<file path="src/rtl/pwm_basico.sv">
// rtl/pwm_basico.sv - PWM generator with prescaler and triangle duty sweep
// Duty (ciclo) steps once per period, so each period has one constant duty.
module pwm_basico #(
    parameter int R = 8,
    parameter int N = 1
) (
    input  logic         clk,
    input  logic         reset,
    output logic         pwm_out,
    output logic [R-1:0] ciclo
);

    localparam int PW = (N > 1) ? $clog2(N) : 1;
    localparam logic [PW-1:0] PRE_LAST = PW'(N - 1);
    localparam logic [R-1:0] ONE = R'(1);
    localparam logic [R-1:0] CNT_MAX = {R{1'b1}};
    localparam logic [R-1:0] CNT_MAX_M1 = {{(R-1){1'b1}}, 1'b0};

    typedef enum logic {DIR_UP = 1'b0, DIR_DOWN = 1'b1} dir_t;

    logic [PW-1:0] presc;
    logic [R-1:0]  cnt;
    logic [R-1:0]  cnt_next;
    logic [R-1:0]  ciclo_next;
    logic          tick;
    logic          wrap;
    dir_t          dir;
    dir_t          dir_next;

    assign tick     = (presc == PRE_LAST);
    assign wrap     = tick && (cnt == CNT_MAX);
    assign cnt_next = cnt + ONE;

    always_ff @(posedge clk or posedge reset) begin
        if (reset) begin
            presc <= '0;
        end else if (tick) begin
            presc <= '0;
        end else begin
            presc <= presc + PW'(1);
        end
    end

    // pwm_out uses the post-edge counter and duty so it is aligned with counter value 0
    always_ff @(posedge clk or posedge reset) begin
        if (reset) begin
            cnt     <= '0;
            pwm_out <= 1'b0;
        end else if (tick) begin
            cnt     <= cnt_next;
            pwm_out <= (cnt_next < ciclo_next);
        end
    end

    always_ff @(posedge clk or posedge reset) begin
        if (reset) begin
            dir   <= DIR_UP;
            ciclo <= '0;
        end else begin
            dir   <= dir_next;
            ciclo <= ciclo_next;
        end
    end

    // Direction flips in the same update that lands on an endpoint, so no value repeats
    always_comb begin
        dir_next = dir;
        if (wrap) begin
            if (dir == DIR_UP && ciclo == CNT_MAX_M1) begin
                dir_next = DIR_DOWN;
            end else if (dir == DIR_DOWN && ciclo == ONE) begin
                dir_next = DIR_UP;
            end
        end
    end

    always_comb begin
        ciclo_next = ciclo;
        if (wrap) begin
            if (dir == DIR_UP) begin
                ciclo_next = ciclo + ONE;
            end else begin
                ciclo_next = ciclo - ONE;
            end
        end
    end

endmodule

</file>
<file path="config.mk">
export PLATFORM = sky130hd
export DESIGN_NAME = pwm_basico
export DESIGN_NICKNAME = d
export VERILOG_FILES = /design/src/rtl/pwm_basico.sv
export SDC_FILE = /design/constraint.sdc
export NUM_CORES = 1
export LEC_CHECK = 0
export CELL_PAD_IN_SITES_DETAIL_PLACEMENT = 1
export CELL_PAD_IN_SITES_GLOBAL_PLACEMENT = 1
export CORE_MARGIN = 2
export CORE_UTILIZATION = 47
export CTS_CLUSTER_SIZE = 25
export DETAILED_ROUTE_END_ITERATION = 8
export HOLD_SLACK_MARGIN = 0.08
export PLACE_DENSITY = 0.86
export SLEW_MARGIN = 20
export SYNTH_ARGS = -nofsm -noshare
export SYNTH_HDL_FRONTEND = slang
export SYNTH_SLANG_ARGS = --single-unit
</file>
<file path="constraint.sdc">
create_clock -name clk -period 4.15 [get_ports clk]
set_clock_uncertainty 0.05 [all_clocks]
set_input_delay 0.83 -clock clk [delete_from_list [all_inputs] [get_ports clk]]
set_output_delay 0.83 -clock clk [all_outputs]
set_load 0.005 [all_outputs]
</file>
==> results of run 1 <==
[flip-flops by register name, summed over array words and instances, names as in the netlist]
name / flops
pwm_out: 1
ciclo: 8
dir: 1
cnt: 8
[stage by stage]
step,power (mW),instances
2_1_floorplan,0.181,112
3_5_place_dp,0.183,145
4_1_cts,0.294,149
6_report,0.290,149
3_3_place_gp,0.183,145
5_1_grt,0.301,149
[cells in the final DEF, fill, tap and decap left out, drive strengths merged, types with 2 or more instances in the layout]
cell,Yosys,layout
inv,4,4
o21ai,2,2
dfrtp,18,18
xnor2,11,11
a21oi,3,3
clkdlybuf4s50,0,10
and3,5,5
nand2,5,5
nand3,4,4
nand3b,2,2
nor3,4,4
nor2b,2,2
clkbuf,3,4
ha,12,12
nor2,7,7
xor2,9,9
nand4,4,4
a31oi,2,2
a21o,2,2
[path summary, 6_finish.rpt]
path                          start        to  slack (ns)  cells after the start
min in group asynchronous     reset  ciclo[5]        0.87                      2
setup / recovery           ciclo[2]   pwm_out        1.34                      8
setup reg to reg           ciclo[2]   pwm_out        1.34                      8
max in group asynchronous     reset    cnt[5]        2.73                      2
hold reg to reg              cnt[0]    cnt[0]        0.43                      1
hold / removal               cnt[0]    cnt[0]        0.43                      1
[final cells by class]
class	count	area, um^2
timing repair buffer	10	100
inverter	4	15.0
sequential	18	450
clock buffer	4	36.3
fill	274	966
tap	28	35.0
multi-input combinational	85	652
[power breakdown]
part	switching (mW)	internal (mW)
Clock	0.0572	0.0536
Sequential	0	0.175
Combinational	0.00344	0.000873
Total	0.0606	0.230
[cells by family (layout without fill, tap and decap cells)]
group | count (synthesis) | after routing | synth area share (%)
fa+ha+maj | 12 | 12 | 13.1
compound gates | 15 | 15 | 8.96
xor+xnor | 20 | 20 | 15.3
flops | 18 | 18 | 39.3
simple gates | 38 | 38 | 19.6
buf+inv | 9 | 18 | 3.71
[critical path, stage by stage, from the launching register on]
cell,delay (ns)
dfrtp_1,0.54
or4_4,0.62
o32a_1,0.37
nor3_2,0.24
xnor2_1,0.12
ha_1,0.30
nand4_1,0.10
a211oi_1,0.23
a311oi_1,0.12
[metal layers]
layer	vias to the layer above	GRT usage (%)	wire length, um
met1	448	28.4	1190
met2	33	38.1	1380
met3	7	3.11	130
met5	-	0	0
met4	0	10.3	53
li1	414	-	-
==> out/results.ini, run 1 <==
[synth]
synth_edf_count=0
ys_types=35
async_flop_share_pct=100
synth_common_cells=dfrtp_1 (18), ha_1 (12), xnor2_1 (11), xor2_1 (9), nor2_1 (7)
syn_inst=112
ys_seq_area_share_pct=39.3
yosysWarningCount=0
synth-seq-cells=18
syn_area_um2=1140
dominantRegCellSynth=dfrtp_1
ys_top_cells_by_area=dfrtp_1 (39%), ha_1 (13%), xnor2_1 (8.4%), xor2_1 (6.9%), nor2_1 (2.3%)
synthesis.nets=126
post-synth-top-area-cell=dfrtp_1
yosysMostFrequentCell=dfrtp_1
avgSynthCellArea_um2=10.2
synth_top_area_share_pct=39.3

[sta]
relSlewSlack_pct=53.6
fin_crit_ns=2.81
setup_violations=0
hold_ws_ns=0.426
finalHoldViolations=0
rsz0062_at_grt=no
worstMarginPinSlew_ns=0.695
fin_crit_sh_pct=67.8
setup_tns_ns=0
slew_viol_final=0
fin_ws_ns=1.34
timing.fmax_mhz=355

[finish]
syn2layout_area_growth_pct=12.6
diodes=0
fin_nets=136
drive_above_1_share_pct=7.44
stdcell_area_um2=1290
post-route-util_pct=57.2

[worst_setup_path]
start_kind=flip-flop
cp_max_fo=11
worstPathRequired_ns=4.28
crit_type=flip-flop to flip-flop
crit_path_end_kind=flip-flop
arrival_ns=2.94

[min_path]
min_path_type=flip-flop to flip-flop

[drt]
route.detailed.drc=0
viasPerCell=6.05
drt-initial-drc-count=11
num_vias=902
post_drt_wl_per_cell_um=18.5
postRouteAntennaNets=0
dr.pass1.iters=4
postRouteWirelength_um=2750

[grt]
grt_max_degree=19
first_global_vias=977
grt_antenna_before_repair=0
overflow=0
grt_use_total_pct=22.6
grt_pass1_wl_um=4510

[placed_design]
placed_cell_area_um2=1250
routabilityCongestion=0.814
hpwl_um=2070
portBuffers=10
post-place-ws_ns=1.37

[outcome]
status=finished clean

[power]
p_leak_nw=0.560
ir_drop_v=0.000164
p_per_area_nw_per_um2=225

[floorplan]
ios=11
die_area_um2=2850
die_w_um=53.4
die_h_um=53.4
core_area_um2=2250
start_util_pct=50.8
num_rows=17

[clocking]
clockRootBuffer=clkbuf_4
cts_tree=built
clock_sinks=18
clk_latency_ns=0.30
cts_buffers=3
h-tree-depth=1
cts_hold_buf=0
clkSlewWorstSetupHoldPaths_ns=0.11
postCtsSetupBuffers=0
cts_buffer_depth=2
ctsResizeCount=0

[run]
max-cap-violations=0

(Power assumes the default switching activity.)
==> inputs of run 2 (changes only) <==
--- a/config.mk
+++ b/config.mk
@@ -8,11 +8,11 @@
 export CELL_PAD_IN_SITES_DETAIL_PLACEMENT = 1
 export CELL_PAD_IN_SITES_GLOBAL_PLACEMENT = 1
 export CORE_MARGIN = 2
-export CORE_UTILIZATION = 47
+export CORE_UTILIZATION = 39
 export CTS_CLUSTER_SIZE = 25
 export DETAILED_ROUTE_END_ITERATION = 8
 export HOLD_SLACK_MARGIN = 0.08
-export PLACE_DENSITY = 0.86
+export PLACE_DENSITY = 0.76
 export SLEW_MARGIN = 20
 export SYNTH_ARGS = -nofsm -noshare
 export SYNTH_HDL_FRONTEND = slang
==> constraint.sdc (replaced) <==
create_clock -name clk -period 2.4 [get_ports clk]
set_clock_uncertainty 0.05 [all_clocks]
set_input_delay 0.48 -clock clk [delete_from_list [all_inputs] [get_ports clk]]
set_output_delay 0.48 -clock clk [all_outputs]
set_load 0.005 [all_outputs]
==> out/results.ini, run 2 (synthesis gave the netlist of run 1 again) <==
[placed_design]
routabilityCongestion=0.877  ; was 0.814
hpwl_um=2130  ; was 2070 um
dp_cells=167  ; was 145
portBuffers=10  ; unchanged
post-place-ws_ns=-0.0627  ; was 1.37 ns

[power]
ir_drop_v=0.000283  ; was 0.000164 V
p_per_area_nw_per_um2=336  ; was 225 nW/um^2
p_leak_nw=0.701  ; was 0.560 nW
fin_total_pwr_uw=511  ; was 290 uW

[finish]
syn2layout_area_growth_pct=33.1  ; was 12.6%
layout.cells.non_filler=177  ; was 149
final_common_cell=buf_4  ; was dfrtp_1
fin_nets=161  ; was 136
diodes=0  ; unchanged
top_regs=ciclo x8, cnt x8  ; unchanged
drive_above_1_share_pct=28.1  ; was 7.44%
final_cell_mix=buf_4 (24), dfrtp_1 (18), ha_1 (12)  ; was dfrtp_1 (18), ha_1 (12), xnor2_1 (11)

[worst_setup_path]
reg2regPathDepth=8  ; unchanged
worstPathCellList=or4_4 -> o32a_1 -> nor3_2 -> xnor2_1 -> ha_1 -> nand4_1 -> a211oi_1 -> a311oi_1  ; unchanged
worstPathRequired_ns=2.53  ; was 4.28 ns
arrival_ns=2.59  ; was 2.94 ns
critPathMaxStageDelay_ns=0.53  ; was 0.62 ns
crit_type=flip-flop to flip-flop  ; unchanged
crit_path_end_kind=flip-flop  ; unchanged
crit_slowest_cell=or4_4  ; unchanged
start_kind=flip-flop  ; unchanged
cp_max_fo=3  ; was 11

[floorplan]
die_area_um2=3380  ; was 2850 um^2
ios=11  ; unchanged
core_area_um2=2780  ; was 2250 um^2
die_h_um=58.2  ; was 53.4 um
num_rows=19  ; was 17
die_w_um=58.2  ; was 53.4 um
start_util_pct=41.2  ; was 50.8%

[grt]
grt_pass1_wl_um=5420  ; was 4510 um
grt_antenna_before_repair=0  ; unchanged
grt_max_degree=19  ; unchanged
first_global_vias=1061  ; was 977
grt_use_total_pct=21.6  ; was 22.6%
overflow=0  ; unchanged

[outcome]
violations=setup timing
status=complete, but fails checks  ; was finished clean

[sta]
setup_violations=1  ; was 0
fin_crit_ns=2.46  ; was 2.81 ns
relSlewSlack_pct=50.7  ; was 53.6%
slew_viol_final=0  ; unchanged
setup_tns_ns=-0.0561  ; was 0 ns
fin_crit_sh_pct=102  ; was 67.8%
fin_ws_ns=-0.0561  ; was 1.34 ns
finalHoldViolations=0  ; unchanged
hold_ws_ns=0.438  ; was 0.426 ns
timing.fmax_mhz=407  ; was 355 MHz
rsz0062_at_grt=yes  ; was no
worstMarginPinSlew_ns=0.738  ; was 0.695 ns

[drt]
num_vias=989  ; was 902
post_drt_wl_per_cell_um=17.6  ; was 18.5 um
route.detailed.drc=0  ; unchanged
drt-initial-drc-count=21  ; was 11
dr.pass1.iters=4  ; unchanged
viasPerCell=5.59  ; was 6.05
postRouteAntennaNets=0  ; unchanged
postRouteWirelength_um=3110  ; was 2750 um

[clocking]
cts_buffer_depth=2  ; unchanged
clkSlewWorstSetupHoldPaths_ns=0.12  ; was 0.11 ns
clockRootBuffer=clkbuf_4  ; unchanged
cts_buffers=3  ; unchanged
clk_latency_ns=0.31  ; was 0.30 ns
cts_tree=built  ; unchanged
clock_sinks=18  ; unchanged
h-tree-depth=1  ; unchanged

[min_path]
min_path_type=flip-flop to flip-flop  ; unchanged
hold_depth=1  ; unchanged

[run]
max-cap-violations=0  ; unchanged

==> run 2: cell types whose count changed in the layout (fill, tap and decap cells not counted), sizes merged <==
cell	change
buf	+25
==> run 2: through the flow <==
| stage | utilization, % | area [um^2] |
|---|---|---|
| 2_1_floorplan | - | 1150 |
| 5_1_grt | 54.8 | 1520 |
| 6_report | 54.8 | 1520 |
| 3_3_place_gp | 50.7 | 1410 |
| 4_1_cts | 54.3 | 1510 |
| 3_5_place_dp | 50.7 | 1410 |
==> run 2: metal layers <==
layer	global-route usage, %	up-vias	wire length, um
li1	-	461	-
met1	28.9	501	1430
met2	35.6	22	1550
met3	3.57	5	96
met4	6.98	0	33
met5	0	-	0
==> run 2: worst max-delay path, delay by kind of cell, from the launching register on <==
kind / cells / cell delay [ns]
fa+ha+maj: 1 / 0.30
flops: 1 / 0.42
xor+xnor: 1 / 0.13
compound gates: 3 / 0.62
simple gates: 3 / 0.81
==> run 2: report_power, final <==
| group | switching [mW] | internal [mW] |
|---|---|---|
| clock | 0.108 | 0.0927 |
| sequential | 0 | 0.303 |
| combinational | 0.00630 | 0.00150 |
==> run 2: final timing paths <==
check	startpoint	to	slack [ns]
min in group asynchronous	reset	ciclo[3]	0.53
hold reg to reg	cnt[0]	cnt[0]	0.44
setup / recovery	ciclo[2]	pwm_out	-0.06
max in group asynchronous	reset	ciclo[0]	1.30
hold / removal	cnt[0]	cnt[0]	0.44
setup reg to reg	ciclo[2]	pwm_out	-0.06
==> run 2: timing repair <==
action                                  4_1_cts  5_1_grt
hold buffers                                  0        0
gates cloned                                  0        0
hold endpoints to repair                      0        0
endpoints found under the setup margin        1        2
buffers inserted                              6        3
pin swaps                                     3        0
gates resized for setup                       3        4
==> run 2: cell type report <==
type                       count  area [um^2]
tap                           31         38.8
multi-input combinational     85          683
clock buffer                   4         36.3
timing repair buffer          35          300
sequential                    18          450
inverter                       4         15.0
fill                         320         1260
==> inputs of run 3 (changes only) <==
--- a/config.mk
+++ b/config.mk
@@ -9,6 +9,7 @@
 export CELL_PAD_IN_SITES_GLOBAL_PLACEMENT = 1
 export CORE_MARGIN = 2
 export CORE_UTILIZATION = 39
+export CTS_CLUSTER_DIAMETER = 150
 export CTS_CLUSTER_SIZE = 25
 export DETAILED_ROUTE_END_ITERATION = 8
 export HOLD_SLACK_MARGIN = 0.08
==> results of run 3 <==
The final DEF is identical to that of run 2; final timing and power are the same.
